===== config.mk =====
export PLATFORM = sky130hd
export DESIGN_NAME = ctrlport_timeout_bridge_flat
export DESIGN_NICKNAME = d
export VERILOG_FILES = /design/src/rtl/ctrlport_timeout_bridge_if.sv /design/src/rtl/ctrlport_timeout_bridge.sv /design/src/flat_wrapper.sv
export SDC_FILE = /design/constraint.sdc
export NUM_CORES = 1
export LEC_CHECK = 0
export CAP_MARGIN = 10
export CORE_UTILIZATION = 38
export DETAILED_ROUTE_END_ITERATION = 8
export PLACE_DENSITY = 0.86
export SYNTH_ARGS = -nofsm -noshare
export SYNTH_HDL_FRONTEND = slang
export SYNTH_SLANG_ARGS = --single-unit
export TNS_END_PERCENT = 5

===== constraint.sdc =====
create_clock -name ctrlport_clk -period 2.3 [get_ports ctrlport_clk]
set_input_delay 0.575 -clock ctrlport_clk [delete_from_list [all_inputs] [get_ports ctrlport_clk]]
set_output_delay 0.575 -clock ctrlport_clk [all_outputs]
set_load 0.02 [all_outputs]

===== src/rtl/ctrlport_timeout_bridge_if.sv =====
// Control-port request/response bundle shared by the upstream and downstream
// sides of the timeout bridge.
interface ctrlport_timeout_bridge_if;
  logic        req_wr;
  logic        req_rd;
  logic [19:0] req_addr;
  logic [31:0] req_data;
  logic [3:0]  req_byte_en;
  logic        resp_ack;
  logic [1:0]  resp_status;
  logic [31:0] resp_data;

  modport master (
    output req_wr, req_rd, req_addr, req_data, req_byte_en,
    input  resp_ack, resp_status, resp_data
  );

  modport slave (
    input  req_wr, req_rd, req_addr, req_data, req_byte_en,
    output resp_ack, resp_status, resp_data
  );
endinterface


===== src/rtl/ctrlport_timeout_bridge.sv =====
// Single-outstanding ctrlport stage: forwards one request at a time downstream
// and answers upstream with an error ack if the slave stays silent too long.
module ctrlport_timeout_bridge #(
  parameter int TIMEOUT = 1024,
  parameter int CNT_W   = 16
) (
  input  logic                      ctrlport_clk,
  input  logic                      ctrlport_rst_n,
  ctrlport_timeout_bridge_if.slave  s,
  ctrlport_timeout_bridge_if.master m,
  output logic [CNT_W-1:0]          timeout_count,
  output logic [CNT_W-1:0]          drop_count,
  output logic                      stray_ack
);

  localparam int TMR_W = $clog2(TIMEOUT);
  localparam logic [1:0] ST_OKAY   = 2'b00;
  localparam logic [1:0] ST_CMDERR = 2'b01;

  typedef enum logic [1:0] {
    IDLE,
    REQ,
    WAIT
  } state_t;

  state_t state_q, state_d;

  logic [TMR_W-1:0] timer_q, timer_d;
  logic             req_wr_q, req_wr_d;
  logic             req_rd_q, req_rd_d;
  logic [19:0]      addr_q, addr_d;
  logic [31:0]      wdata_q, wdata_d;
  logic [3:0]       byte_en_q, byte_en_d;
  logic             ack_q, ack_d;
  logic [1:0]       status_q, status_d;
  logic [31:0]      rdata_q, rdata_d;
  logic             stray_q, stray_d;
  logic [CNT_W-1:0] tcnt_q, dcnt_q;
  logic             tcnt_inc, dcnt_inc;

  always_ff @(posedge ctrlport_clk) begin
    if (!ctrlport_rst_n) begin
      state_q <= IDLE;
    end else begin
      state_q <= state_d;
    end
  end

  // REQ is the cycle the downstream strobe is high; the timer only runs in WAIT
  always_comb begin
    state_d   = state_q;
    timer_d   = timer_q;
    req_wr_d  = 1'b0;
    req_rd_d  = 1'b0;
    addr_d    = addr_q;
    wdata_d   = wdata_q;
    byte_en_d = byte_en_q;
    ack_d     = 1'b0;
    status_d  = ST_OKAY;
    rdata_d   = '0;
    stray_d   = 1'b0;
    tcnt_inc  = 1'b0;
    dcnt_inc  = 1'b0;

    case (state_q)
      IDLE: begin
        timer_d = '0;
        stray_d = m.resp_ack;
        if (s.req_wr ^ s.req_rd) begin
          req_wr_d  = s.req_wr;
          req_rd_d  = s.req_rd;
          addr_d    = s.req_addr;
          wdata_d   = s.req_data;
          byte_en_d = s.req_byte_en;
          state_d   = REQ;
        end else if (s.req_wr && s.req_rd) begin
          ack_d    = 1'b1;
          status_d = ST_CMDERR;
        end
      end

      REQ, WAIT: begin
        dcnt_inc = s.req_wr | s.req_rd;
        if (m.resp_ack) begin
          ack_d    = 1'b1;
          status_d = m.resp_status;
          rdata_d  = m.resp_data;
          timer_d  = '0;
          state_d  = IDLE;
        end else if (state_q == REQ) begin
          state_d = WAIT;
        end else if (timer_q == TMR_W'(TIMEOUT - 1)) begin
          ack_d    = 1'b1;
          status_d = ST_CMDERR;
          tcnt_inc = 1'b1;
          timer_d  = '0;
          state_d  = IDLE;
        end else begin
          timer_d = timer_q + TMR_W'(1);
        end
      end

      default: begin
        state_d = IDLE;
      end
    endcase
  end

  always_ff @(posedge ctrlport_clk) begin
    if (!ctrlport_rst_n) begin
      timer_q   <= '0;
      req_wr_q  <= 1'b0;
      req_rd_q  <= 1'b0;
      addr_q    <= '0;
      wdata_q   <= '0;
      byte_en_q <= '0;
      ack_q     <= 1'b0;
      status_q  <= '0;
      rdata_q   <= '0;
      stray_q   <= 1'b0;
      tcnt_q    <= '0;
      dcnt_q    <= '0;
    end else begin
      timer_q   <= timer_d;
      req_wr_q  <= req_wr_d;
      req_rd_q  <= req_rd_d;
      addr_q    <= addr_d;
      wdata_q   <= wdata_d;
      byte_en_q <= byte_en_d;
      ack_q     <= ack_d;
      status_q  <= status_d;
      rdata_q   <= rdata_d;
      stray_q   <= stray_d;
      // Event counters stick at all-ones rather than wrapping
      if (tcnt_inc && (tcnt_q != '1)) begin
        tcnt_q <= tcnt_q + CNT_W'(1);
      end
      if (dcnt_inc && (dcnt_q != '1)) begin
        dcnt_q <= dcnt_q + CNT_W'(1);
      end
    end
  end

  assign m.req_wr      = req_wr_q;
  assign m.req_rd      = req_rd_q;
  assign m.req_addr    = addr_q;
  assign m.req_data    = wdata_q;
  assign m.req_byte_en = byte_en_q;
  assign s.resp_ack    = ack_q;
  assign s.resp_status = status_q;
  assign s.resp_data   = rdata_q;
  assign timeout_count = tcnt_q;
  assign drop_count    = dcnt_q;
  assign stray_ack     = stray_q;

endmodule


===== src/flat_wrapper.sv =====
// flat-port wrapper written by rule: the top's interface ports become plain ports
module ctrlport_timeout_bridge_flat 
#(
  parameter int TIMEOUT = 1024,
  parameter int CNT_W   = 16
)
  (ctrlport_clk, ctrlport_rst_n, timeout_count, drop_count, stray_ack, s_req_wr, s_req_rd, s_req_addr, s_req_data, s_req_byte_en, s_resp_ack, s_resp_status, s_resp_data, m_req_wr, m_req_rd, m_req_addr, m_req_data, m_req_byte_en, m_resp_ack, m_resp_status, m_resp_data);
  ctrlport_timeout_bridge_if s_i ();
  ctrlport_timeout_bridge_if m_i ();
  input  logic ctrlport_clk;
  input  logic ctrlport_rst_n;
  output logic [CNT_W-1:0] timeout_count;
  output logic [CNT_W-1:0] drop_count;
  output logic stray_ack;
  input wire logic [$bits(s_i.req_wr)-1:0] s_req_wr;
  input wire logic [$bits(s_i.req_rd)-1:0] s_req_rd;
  input wire logic [$bits(s_i.req_addr)-1:0] s_req_addr;
  input wire logic [$bits(s_i.req_data)-1:0] s_req_data;
  input wire logic [$bits(s_i.req_byte_en)-1:0] s_req_byte_en;
  output wire logic [$bits(s_i.resp_ack)-1:0] s_resp_ack;
  output wire logic [$bits(s_i.resp_status)-1:0] s_resp_status;
  output wire logic [$bits(s_i.resp_data)-1:0] s_resp_data;
  output wire logic [$bits(m_i.req_wr)-1:0] m_req_wr;
  output wire logic [$bits(m_i.req_rd)-1:0] m_req_rd;
  output wire logic [$bits(m_i.req_addr)-1:0] m_req_addr;
  output wire logic [$bits(m_i.req_data)-1:0] m_req_data;
  output wire logic [$bits(m_i.req_byte_en)-1:0] m_req_byte_en;
  input wire logic [$bits(m_i.resp_ack)-1:0] m_resp_ack;
  input wire logic [$bits(m_i.resp_status)-1:0] m_resp_status;
  input wire logic [$bits(m_i.resp_data)-1:0] m_resp_data;
  assign s_i.req_wr = s_req_wr;
  assign s_i.req_rd = s_req_rd;
  assign s_i.req_addr = s_req_addr;
  assign s_i.req_data = s_req_data;
  assign s_i.req_byte_en = s_req_byte_en;
  assign s_resp_ack = s_i.resp_ack;
  assign s_resp_status = s_i.resp_status;
  assign s_resp_data = s_i.resp_data;
  assign m_req_wr = m_i.req_wr;
  assign m_req_rd = m_i.req_rd;
  assign m_req_addr = m_i.req_addr;
  assign m_req_data = m_i.req_data;
  assign m_req_byte_en = m_i.req_byte_en;
  assign m_i.resp_ack = m_resp_ack;
  assign m_i.resp_status = m_resp_status;
  assign m_i.resp_data = m_resp_data;
  ctrlport_timeout_bridge #(.TIMEOUT(TIMEOUT), .CNT_W(CNT_W)) u_core (.ctrlport_clk(ctrlport_clk), .ctrlport_rst_n(ctrlport_rst_n), .s(s_i), .m(m_i), .timeout_count(timeout_count), .drop_count(drop_count), .stray_ack(stray_ack));
endmodule

==> flow_summary.ini, run 1 <==
[status]
outcome = completed

[synthesis]
muxShareOfSynthArea_pct = 0.390
synth_edf_count = 0
syn-num-nets = 689
synth_top_family_by_area = simple AND/OR/NAND/NOR gates
ys_async_sr_fraction_pct = 0
yosys.area_share.simple_pct = 25.5
synth.most_common_cell = dfxtp_1
synthDominantCellAreaShare_pct = 53.8
synth_seq_area_share_pct = 53.8
synth_area_leaders = dfxtp_1 (54%), nand2_1 (9.4%), a21oi_1 (6.9%), and2_1 (4.5%), xnor2_1 (2.7%)
synth_top_area_cell = dfxtp_1
ys_warn_count = 0
ys.flop_type = dfxtp_1
synth-compound-area-share_pct = 10.9
syn_inst = 586
synthTopCellsByCount = dfxtp_1 (138), nand2_1 (128), a21oi_1 (71)
synthXorXnorAreaFrac_pct = 4.61
syn_avg_cell_area_um2 = 8.76
synth_area_um2 = 5130
synth_seq_cells = 138
ys_types = 40
synth-adder-area-share_pct = 1.95

[routing]
detail_route.wl_per_cell_um = 14.1
routed_wl_mm = 14.3
vias_per_cell = 4.85
ant_nets = 0
drtIter0Drc = 289
dr.pass1.iters = 4
num_vias = 4917
route.detailed.drc = 0

[pwr]
ir_drop_mv = 0.546
p_leak_nw = 3.10
p_per_area_nw_per_um2 = 773

[placed_design]
dp_hpwl_mm = 10.3
numPortBuffers = 220
dp_cells = 980
place_congestion = 0.838
postPlaceCellArea_um2 = 7690

[floorplan]
std_cell_rows = 42
fp.coreArea_um2 = 13200
die_h_um = 118
die_w_um = 118
initial_core_util_pct = 38.9
io_pins = 221
fp.dieArea_um2 = 14000

[grt]
grt_pass1_vias = 4706
track_usage_pct = 20.8
grt_max_degree = 54
antenna_found_initial = 0
gr-total-overflow = 0
grt_pass1_wl_mm = 22.9

[cts]
clkSlewWorstSetupHoldPaths_ns = 0.05
cts_tree = built
cts_num_sinks = 138
cts_buffers = 17
htree_levels = 4
clock_latency_ns = 0.41
root_buffer = clkbuf_16
clk_path_buf_depth = 2

[finish]
layout.filler_cells = 1069
fin_cells = 1013
final_area_um2 = 8350
antenna_cells = 0
drive_gt1_share_pct = 8.72
fin_nets = 927
syn2layout_area_growth_pct = 62.7

[timing]
drv_slew = 0
worst_slew_pin_slew_ns = 0.577
fin_worst_skew_ns = 0.00743
slew_headroom_pct = 61.1
finalHoldViolations = 0
fin_crit_ns = 2.24
max_freq_mhz = 446
period_share_pct = 97.4
setup_viol = 0

[critical_path]
crit_fanout = 6
path_class = reg -> reg
worstSetupStartpointType = flip-flop
cp.arrival_ns = 2.54
endpoint_kind = flip-flop
worst_ep_required_time_ns = 2.60

[flow_run]
cap_violations = 0

[hold_path]
hp-class = reg -> reg
report_power, final:
part           internal [W]  leakage, nW  switching [W]
registers           0.00253         1.12      0.0000777
clock network       0.00178        0.298       0.000989
logic              0.000533         1.68       0.000539
total               0.00485         3.10        0.00161
worst paths after layout:
check,startpoint,end,slack [ns],depth (start not counted)
worst min-delay path,u_core.m.req_data[26],u_core.m.req_data[26],0.45,2
worst max register to register,u_core.state_q[0],u_core.timeout_count[13],0.06,9
worst max-delay path,u_core.state_q[0],u_core.timeout_count[13],0.06,9
worst min register to register,u_core.m.req_data[26],u_core.m.req_data[26],0.45,2
cell usage in the layout (no fill, tap or decap), drive strengths merged, types with 14 or more instances in the layout:
cell type,instances
a21oi,71
and2,37
buf,25
clkbuf,20
clkdlybuf4s50,220
dfxtp,138
nand2,128
nand3,16
nor2,32
nor3,14
xnor2,16
sequential cells by signal (all words and copies together), names as in the netlist:
name                  count
u_core.m.req_byte_en      4
u_core.m.req_addr        20
u_core.timer_q           10
u_core.s.resp_ack         1
u_core.s.resp_status      2
u_core.state_q            2
u_core.drop_count        16
u_core.m.req_wr           1
u_core.timeout_count     16
u_core.stray_ack          1
u_core.m.req_data        32
u_core.m.req_rd           1
u_core.s.resp_data       32
per-layer routing:
layer / track usage, % / up-vias / share of wire (%)
met5: 0 / - / 0
met3: 6.90 / 22 / 8.0
li1: - / 2448 / -
met4: 10.4 / 0 / 2.1
met2: 35.1 / 201 / 50
met1: 23.5 / 2246 / 40
per-stage QoR:
stage                     setup WS (ns)  total power, W  hold WS [ns]  utilization (%)  setup TNS (ns)
after CTS                        0.0327         0.00652         0.453             62.9               0
after global placement           -0.169         0.00370         0.440             58.3           -1.46
after detailed placement         -0.235         0.00372         0.446             58.3           -2.68
after floorplan                   0.158         0.00314         0.470                -               0
final                            0.0590         0.00645         0.452             63.3               0
after global routing            -0.0134         0.00672         0.470             63.3         -0.0134
repair_timing:
item / CTS / global route
setup endpoints to repair: 0 / 3
endpoints found under the hold margin: 0 / 0
buffers inserted: 0 / 1
resized for setup: 0 / 10
hold buffers: 0 / 0
kinds of logic after synthesis:
logic type / Yosys count
mux: 2
buf+inv: 38
flops: 138
xor+xnor: 27
compound gates: 100
fa+ha+maj: 8
simple gates: 273
cell type report:
| cell class | instances | area, µm² | share of cell area (%) |
|---|---|---|---|
| timing repair buffer | 245 | 2440 | 29.2 |
| inverter | 12 | 45.0 | 0.540 |
| sequential | 138 | 2770 | 33.1 |
| clock inverter | 12 | 146 | 1.75 |
| multi-input combinational | 410 | 2260 | 27.1 |
| clock buffer | 20 | 467 | 5.59 |
| tap | 176 | 220 | 2.64 |
worst max-delay path: stages (launching register included):
cell and delay, ns:
dfxtp_2 0.35, inv_2 0.06, ha_4 0.27, or3b_4 0.39, nor4_4 0.31, buf_4 0.22
buf_4 0.11, o2111ai_1 0.12, xnor2_1 0.16, and2_1 0.15
Note: power is estimated with default switching activity, not from simulation.
==> run 2: changes to the inputs <==
--- a/config.mk
+++ b/config.mk
@@ -5,10 +5,12 @@
 export SDC_FILE = /design/constraint.sdc
 export NUM_CORES = 1
 export LEC_CHECK = 0
-export CAP_MARGIN = 10
+export CAP_MARGIN = 20
 export CORE_UTILIZATION = 38
 export DETAILED_ROUTE_END_ITERATION = 8
+export MAX_ROUTING_LAYER = met4
 export PLACE_DENSITY = 0.86
+export SLEW_MARGIN = 30
 export SYNTH_ARGS = -nofsm -noshare
 export SYNTH_HDL_FRONTEND = slang
 export SYNTH_SLANG_ARGS = --single-unit
==> run 2 against run 1 <==
  * Global-route usage up 0.67 points
  * Clock-buffer cell count unchanged
  * Clock power hardly changed
  * Core utilization did not move
  * Register-to-register slack is essentially flat
  * Via count shrank 0.10%
  * Non-clock buffer count stayed put
  * Worst setup slack improved by 0.0034 ns
  * Critical path depth unchanged
  * Combinational power hardly changed
  * Largest cell class unchanged
==> flow_summary.ini, run 2 (synthesized netlist as in run 1, its figures left out) <==
[status]
outcome = completed

[pwr]
p_leak_nw = 3.10
finalPower_w = 0.00645
p_per_area_nw_per_um2 = 773
ir_drop_mv = 0.547

[hold_path]
hp-start = u_core.m.req_addr[0]
hold_depth = 2
holdPathEnd = u_core.m.req_addr[0]
hp-class = reg -> reg

[finish]
fin_nets = 927
antenna_cells = 0
layout_common_cells = clkdlybuf4s50_1 (220), dfxtp_1 (136), nand2_1 (127)
final_util_pct = 63.3
layout_commonest_cell = clkdlybuf4s50_1
syn2layout_area_growth_pct = 62.7
final_area_um2 = 8350
drive_gt1_share_pct = 8.72

[critical_path]
path_class = reg -> reg
worstRegToRegCells = 9
crit_fanout = 6
worst_ep_required_time_ns = 2.60
rr_endpoint = u_core.timeout_count[13]
cp.arrival_ns = 2.54
worstSetupStartpointType = flip-flop
r2r-start = u_core.state_q[0]
rrSetupSlack_ns = 0.06
endpoint_kind = flip-flop

[cts]
root_buffer = clkbuf_16
clk_path_buf_depth = 2
cts_tree = built
cts_num_sinks = 138
clock_latency_ns = 0.41
clkSlewWorstSetupHoldPaths_ns = 0.06
htree_levels = 4
cts_buffers = 17

[timing]
drv_slew = 0
worst_slew_pin_slew_ns = 0.578
slew_headroom_pct = 61.0
setup_viol = 0
period_share_pct = 97.3
max_freq_mhz = 447
finalHoldViolations = 0
fin_ws_ns = 0.0624
fin_crit_ns = 2.24
fin_tns_setup_ns = 0
fin_worst_skew_ns = 0.00773

[routing]
dr.pass1.iters = 4
drtIter0Drc = 273
detail_route.wl_per_cell_um = 14.1
routed_wl_mm = 14.3
num_vias = 4912
vias_per_cell = 4.85
ant_nets = 0
route.detailed.drc = 0

[grt]
grt_pass1_vias = 4726
grt_max_degree = 54
gr-total-overflow = 0
track_usage_pct = 21.5
grt_pass1_wl_mm = 22.9
antenna_found_initial = 0

[floorplan]
die_h_um = 118
die_w_um = 118
fp.coreArea_um2 = 13200
io_pins = 221
fp.dieArea_um2 = 14000
initial_core_util_pct = 38.9
std_cell_rows = 42

[placed_design]
numPortBuffers = 220
place_congestion = 0.851
postPlaceCellArea_um2 = 7690
dpl_worst_slack_ns = -0.235
dp_hpwl_mm = 10.3

[flow_run]
cap_violations = 0
## run 2: cell counts in the layout (fill, tap and decap cells not counted)
No cell type changed its count.
## run 2: where the power goes
part	total (W)	leakage (nW)	switching, W	internal [W]
Sequential	0.00261	1.12	0.0000774	0.00253
Clock	0.00277	0.298	0.000992	0.00178
Combinational	0.00107	1.68	0.000539	0.000533
Total	0.00645	3.10	0.00161	0.00485
## run 2: layout make-up
type	instances	area (µm²)
inverters	12	45.0
well taps	176	220
multi-input cells	410	2260
clock buffers	20	467
fillers	1069	4840
clock inverters	12	146
repair buffers	245	2440
flip-flops and latches	138	2770
## run 2: worst max path at each step
| stage | startpoint | to | slack [ns] |
|---|---|---|---|
| 2_1_floorplan | u_core.state_q[0] | u_core.timeout_count[15] | 0.16 |
| 3_3_place_gp | m_resp_ack | u_core.timeout_count[10] | -0.17 |
| 3_5_place_dp | m_resp_ack | u_core.timeout_count[10] | -0.23 |
| 4_1_cts | u_core.state_q[0] | u_core.timeout_count[8] | 0.03 |
| 5_1_grt | u_core.state_q[1] | u_core.timeout_count[13] | -0.01 |
| 6_report | u_core.state_q[0] | u_core.timeout_count[13] | 0.06 |
## run 2: worst max-delay path, stage by stage (launching register included)
cell       delay (ns)
dfxtp_2          0.35
inv_2            0.06
ha_4             0.27
or3b_4           0.40
nor4_4           0.31
buf_4            0.22
buf_4            0.11
o2111ai_1        0.12
xnor2_1          0.16
and2_1           0.15
## run 2: through the flow
| stage | hold slack, ns | cells |
|---|---|---|
| finish | 0.452 | 1013 |
| global route | 0.470 | 1013 |
| CTS | 0.453 | 1012 |
| detailed placement | 0.446 | 980 |
| global placement | 0.440 | 980 |
| floorplan | 0.470 | 586 |
## run 2: what timing repair did
action / CTS / global route
endpoints found under the setup margin: 0 / 3
buffers inserted: 0 / 1
gates resized for setup: 0 / 10
hold buffers: 0 / 0
## run 2: routing by layer
metal  share of wire [%]  global-route usage (%)  up-vias
met1                  40                    24.1     2251
met5                   0                       -        -
met2                  50                    35.1      190
met4                 2.2                    9.94        0
li1                    -                       -     2447
met3                 7.6                    6.47       24
==> run 3: changes to the inputs <==
--- a/config.mk
+++ b/config.mk
@@ -9,7 +9,7 @@
 export CORE_UTILIZATION = 38
 export DETAILED_ROUTE_END_ITERATION = 8
 export MAX_ROUTING_LAYER = met4
-export PLACE_DENSITY = 0.86
+export PLACE_DENSITY = 0.85
 export SLEW_MARGIN = 30
 export SYNTH_ARGS = -nofsm -noshare
 export SYNTH_HDL_FRONTEND = slang
==> run 3 against run 2 <==
  * Clock-buffer cell count rose by 4
  * Register-to-register slack improved by 0.03 ns
  * Clock skew fell by 0.0014 ns
  * Sequential share of layout area rose by 0.17 points
  * Die area did not move
  * Non-clock buffer count rose by 3
  * Via count fell by 0.41%
  * Wire length fell by 1.9%
  * Critical path type unchanged
  * Largest power group is now sequential cells
==> flow_summary.ini, run 3 (synthesized netlist as in run 1, its figures left out) <==
[status]
outcome = completed

[critical_path]
worst_ep_required_time_ns = 2.64
path_class = reg -> reg
crit_fanout = 6
cp.arrival_ns = 2.54
worstSetupStartpointType = flip-flop
endpoint_kind = flip-flop

[pwr]
power_frac_clock_pct = 40.8
p_per_area_nw_per_um2 = 749
swShare_pct = 25.1
finalPower_w = 0.00622
share_comb_of_total_power_pct = 17.3
seqPwrFrac_pct = 41.9
p_leak_nw = 3.09
ir_drop_mv = 0.521
power.switching_w = 0.00156
internal-power_w = 0.00466

[floorplan]
die_h_um = 118
die_w_um = 118
initial_core_util_pct = 38.9
fp.coreArea_um2 = 13200
fp.dieArea_um2 = 14000
std_cell_rows = 42
io_pins = 221

[routing]
num_vias = 4892
wl_met2_mm = 7.01
ant_nets = 0
top_layer_used = met4
drtIter0Drc = 180
detail_route.wl_per_cell_um = 13.8
wl_met3_um = 781
drt-met1-wl_mm = 5.92
routed_wl_mm = 14.0
dr.pass1.iters = 5
route.detailed.drc = 0
vias_per_cell = 4.81

[cts]
cts-hold-fix-buffers = 0
cts_num_sinks = 138
cts_tree = built
cts_resized = 0
cts_setup_buffers = 0
clkSlewWorstSetupHoldPaths_ns = 0.05
root_buffer = clkbuf_16
htree_levels = 4
cts_buffers = 17
clk_path_buf_depth = 2
clock_latency_ns = 0.41

[grt]
gr-total-overflow = 0
antenna_found_initial = 0
grt_pass1_wl_mm = 22.6
track_usage_pct = 21.3
grt_max_degree = 54
grt_pass1_vias = 4729

[timing]
finalHoldViolations = 0
rsz0062_at_grt = true
slew_headroom_pct = 44.5
fin_worst_skew_ns = 0.00628
setup_viol = 0
max_freq_mhz = 454
worst_slew_pin_slew_ns = 0.833
fin_crit_ns = 2.20
period_share_pct = 95.9
drv_slew = 0

[placed_design]
dp_hpwl_mm = 10.3
numPortBuffers = 220
place_congestion = 0.851

[flow_run]
cap_violations = 0

[finish]
multi_input_area_um2 = 2260
syn2layout_area_growth_pct = 61.8
seq_area_um2 = 2770
layout_commonest_cell = clkdlybuf4s50_1
drive_gt1_share_pct = 8.45
layout.filler_cells = 1067
fin_nets = 930
layout_common_cells = clkdlybuf4s50_1 (220), dfxtp_1 (136), nand2_1 (127)
antenna_cells = 0
final_util_pct = 63.0

[hold_path]
hp-class = reg -> reg
[run 3: cell types whose count changed in the layout (fill, tap and decap cells not counted)]
cell / change
a21oi_1: +1
a21oi_2: -1
buf_12: -1
buf_4: +4
bufinv_16: -2
clkbuf_1: +3
clkbuf_8: +1
clkinv_2: +1
clkinv_4: -1
clkinvlp_4: -2
o21ai_2: -1
o21ai_4: +1
or4_1: +1
or4_4: -1
[run 3: worst max-delay path, stage by stage (launching register included)]
cell and delay, ns:
dfxtp_2 0.34, inv_2 0.05, ha_4 0.26, or3b_4 0.39, nor4_4 0.32, buf_4 0.22
nand3_4 0.08, or3_1 0.35, a21oi_1 0.12
[run 3: power by group through the flow]
stage / sequential [W] / clock, W / combinational, W
finish: 0.00261 / 0.00254 / 0.00108
global route: 0.00262 / 0.00270 / 0.00116
CTS: 0.00260 / 0.00260 / 0.00108
detailed placement: 0.00265 / 0 / 0.00107
global placement: 0.00265 / 0 / 0.00106
floorplan: 0.00281 / 0 / 0.000330
[run 3: final timing paths]
| path | start | endpoint | slack (ns) | cells past startpoint |
|---|---|---|---|---|
| setup reg to reg | u_core.state_q[0] | u_core.timeout_count[8] | 0.1 | 8 |
| setup / recovery | u_core.state_q[0] | u_core.timeout_count[8] | 0.1 | 8 |
| hold reg to reg | u_core.m.req_data[18] | u_core.m.req_data[18] | 0.45 | 2 |
| hold / removal | u_core.m.req_data[18] | u_core.m.req_data[18] | 0.45 | 2 |
[run 3: cell type report]
type                       instances  area share, %
sequential                       138           33.3
timing repair buffer             248           29.5
multi-input combinational        410           27.3
clock buffer                      24           5.92
tap                              176           2.65
clock inverter                     8          0.814
inverter                          12          0.542
[run 3: per-layer routing]
layer	up-vias	global-route usage [%]
li1	2450	-
met1	2239	23.5
met2	180	35.1
met3	23	6.32
met4	0	10.1
met5	-	-
[run 3: stage by stage]
stage	instances	TNS [ns]	worst slack, ns	area [µm²]	hold slack (ns)
final	1016	0	0.0953	8300	0.452
after global routing	1016	-0.0337	-0.0282	8300	0.469
after CTS	1016	0	0.0941	8270	0.454
after detailed placement	984	-2.01	-0.192	7710	0.447
after global placement	984	-0.980	-0.153	7710	0.441
after floorplan	586	0	0.158	5130	0.470
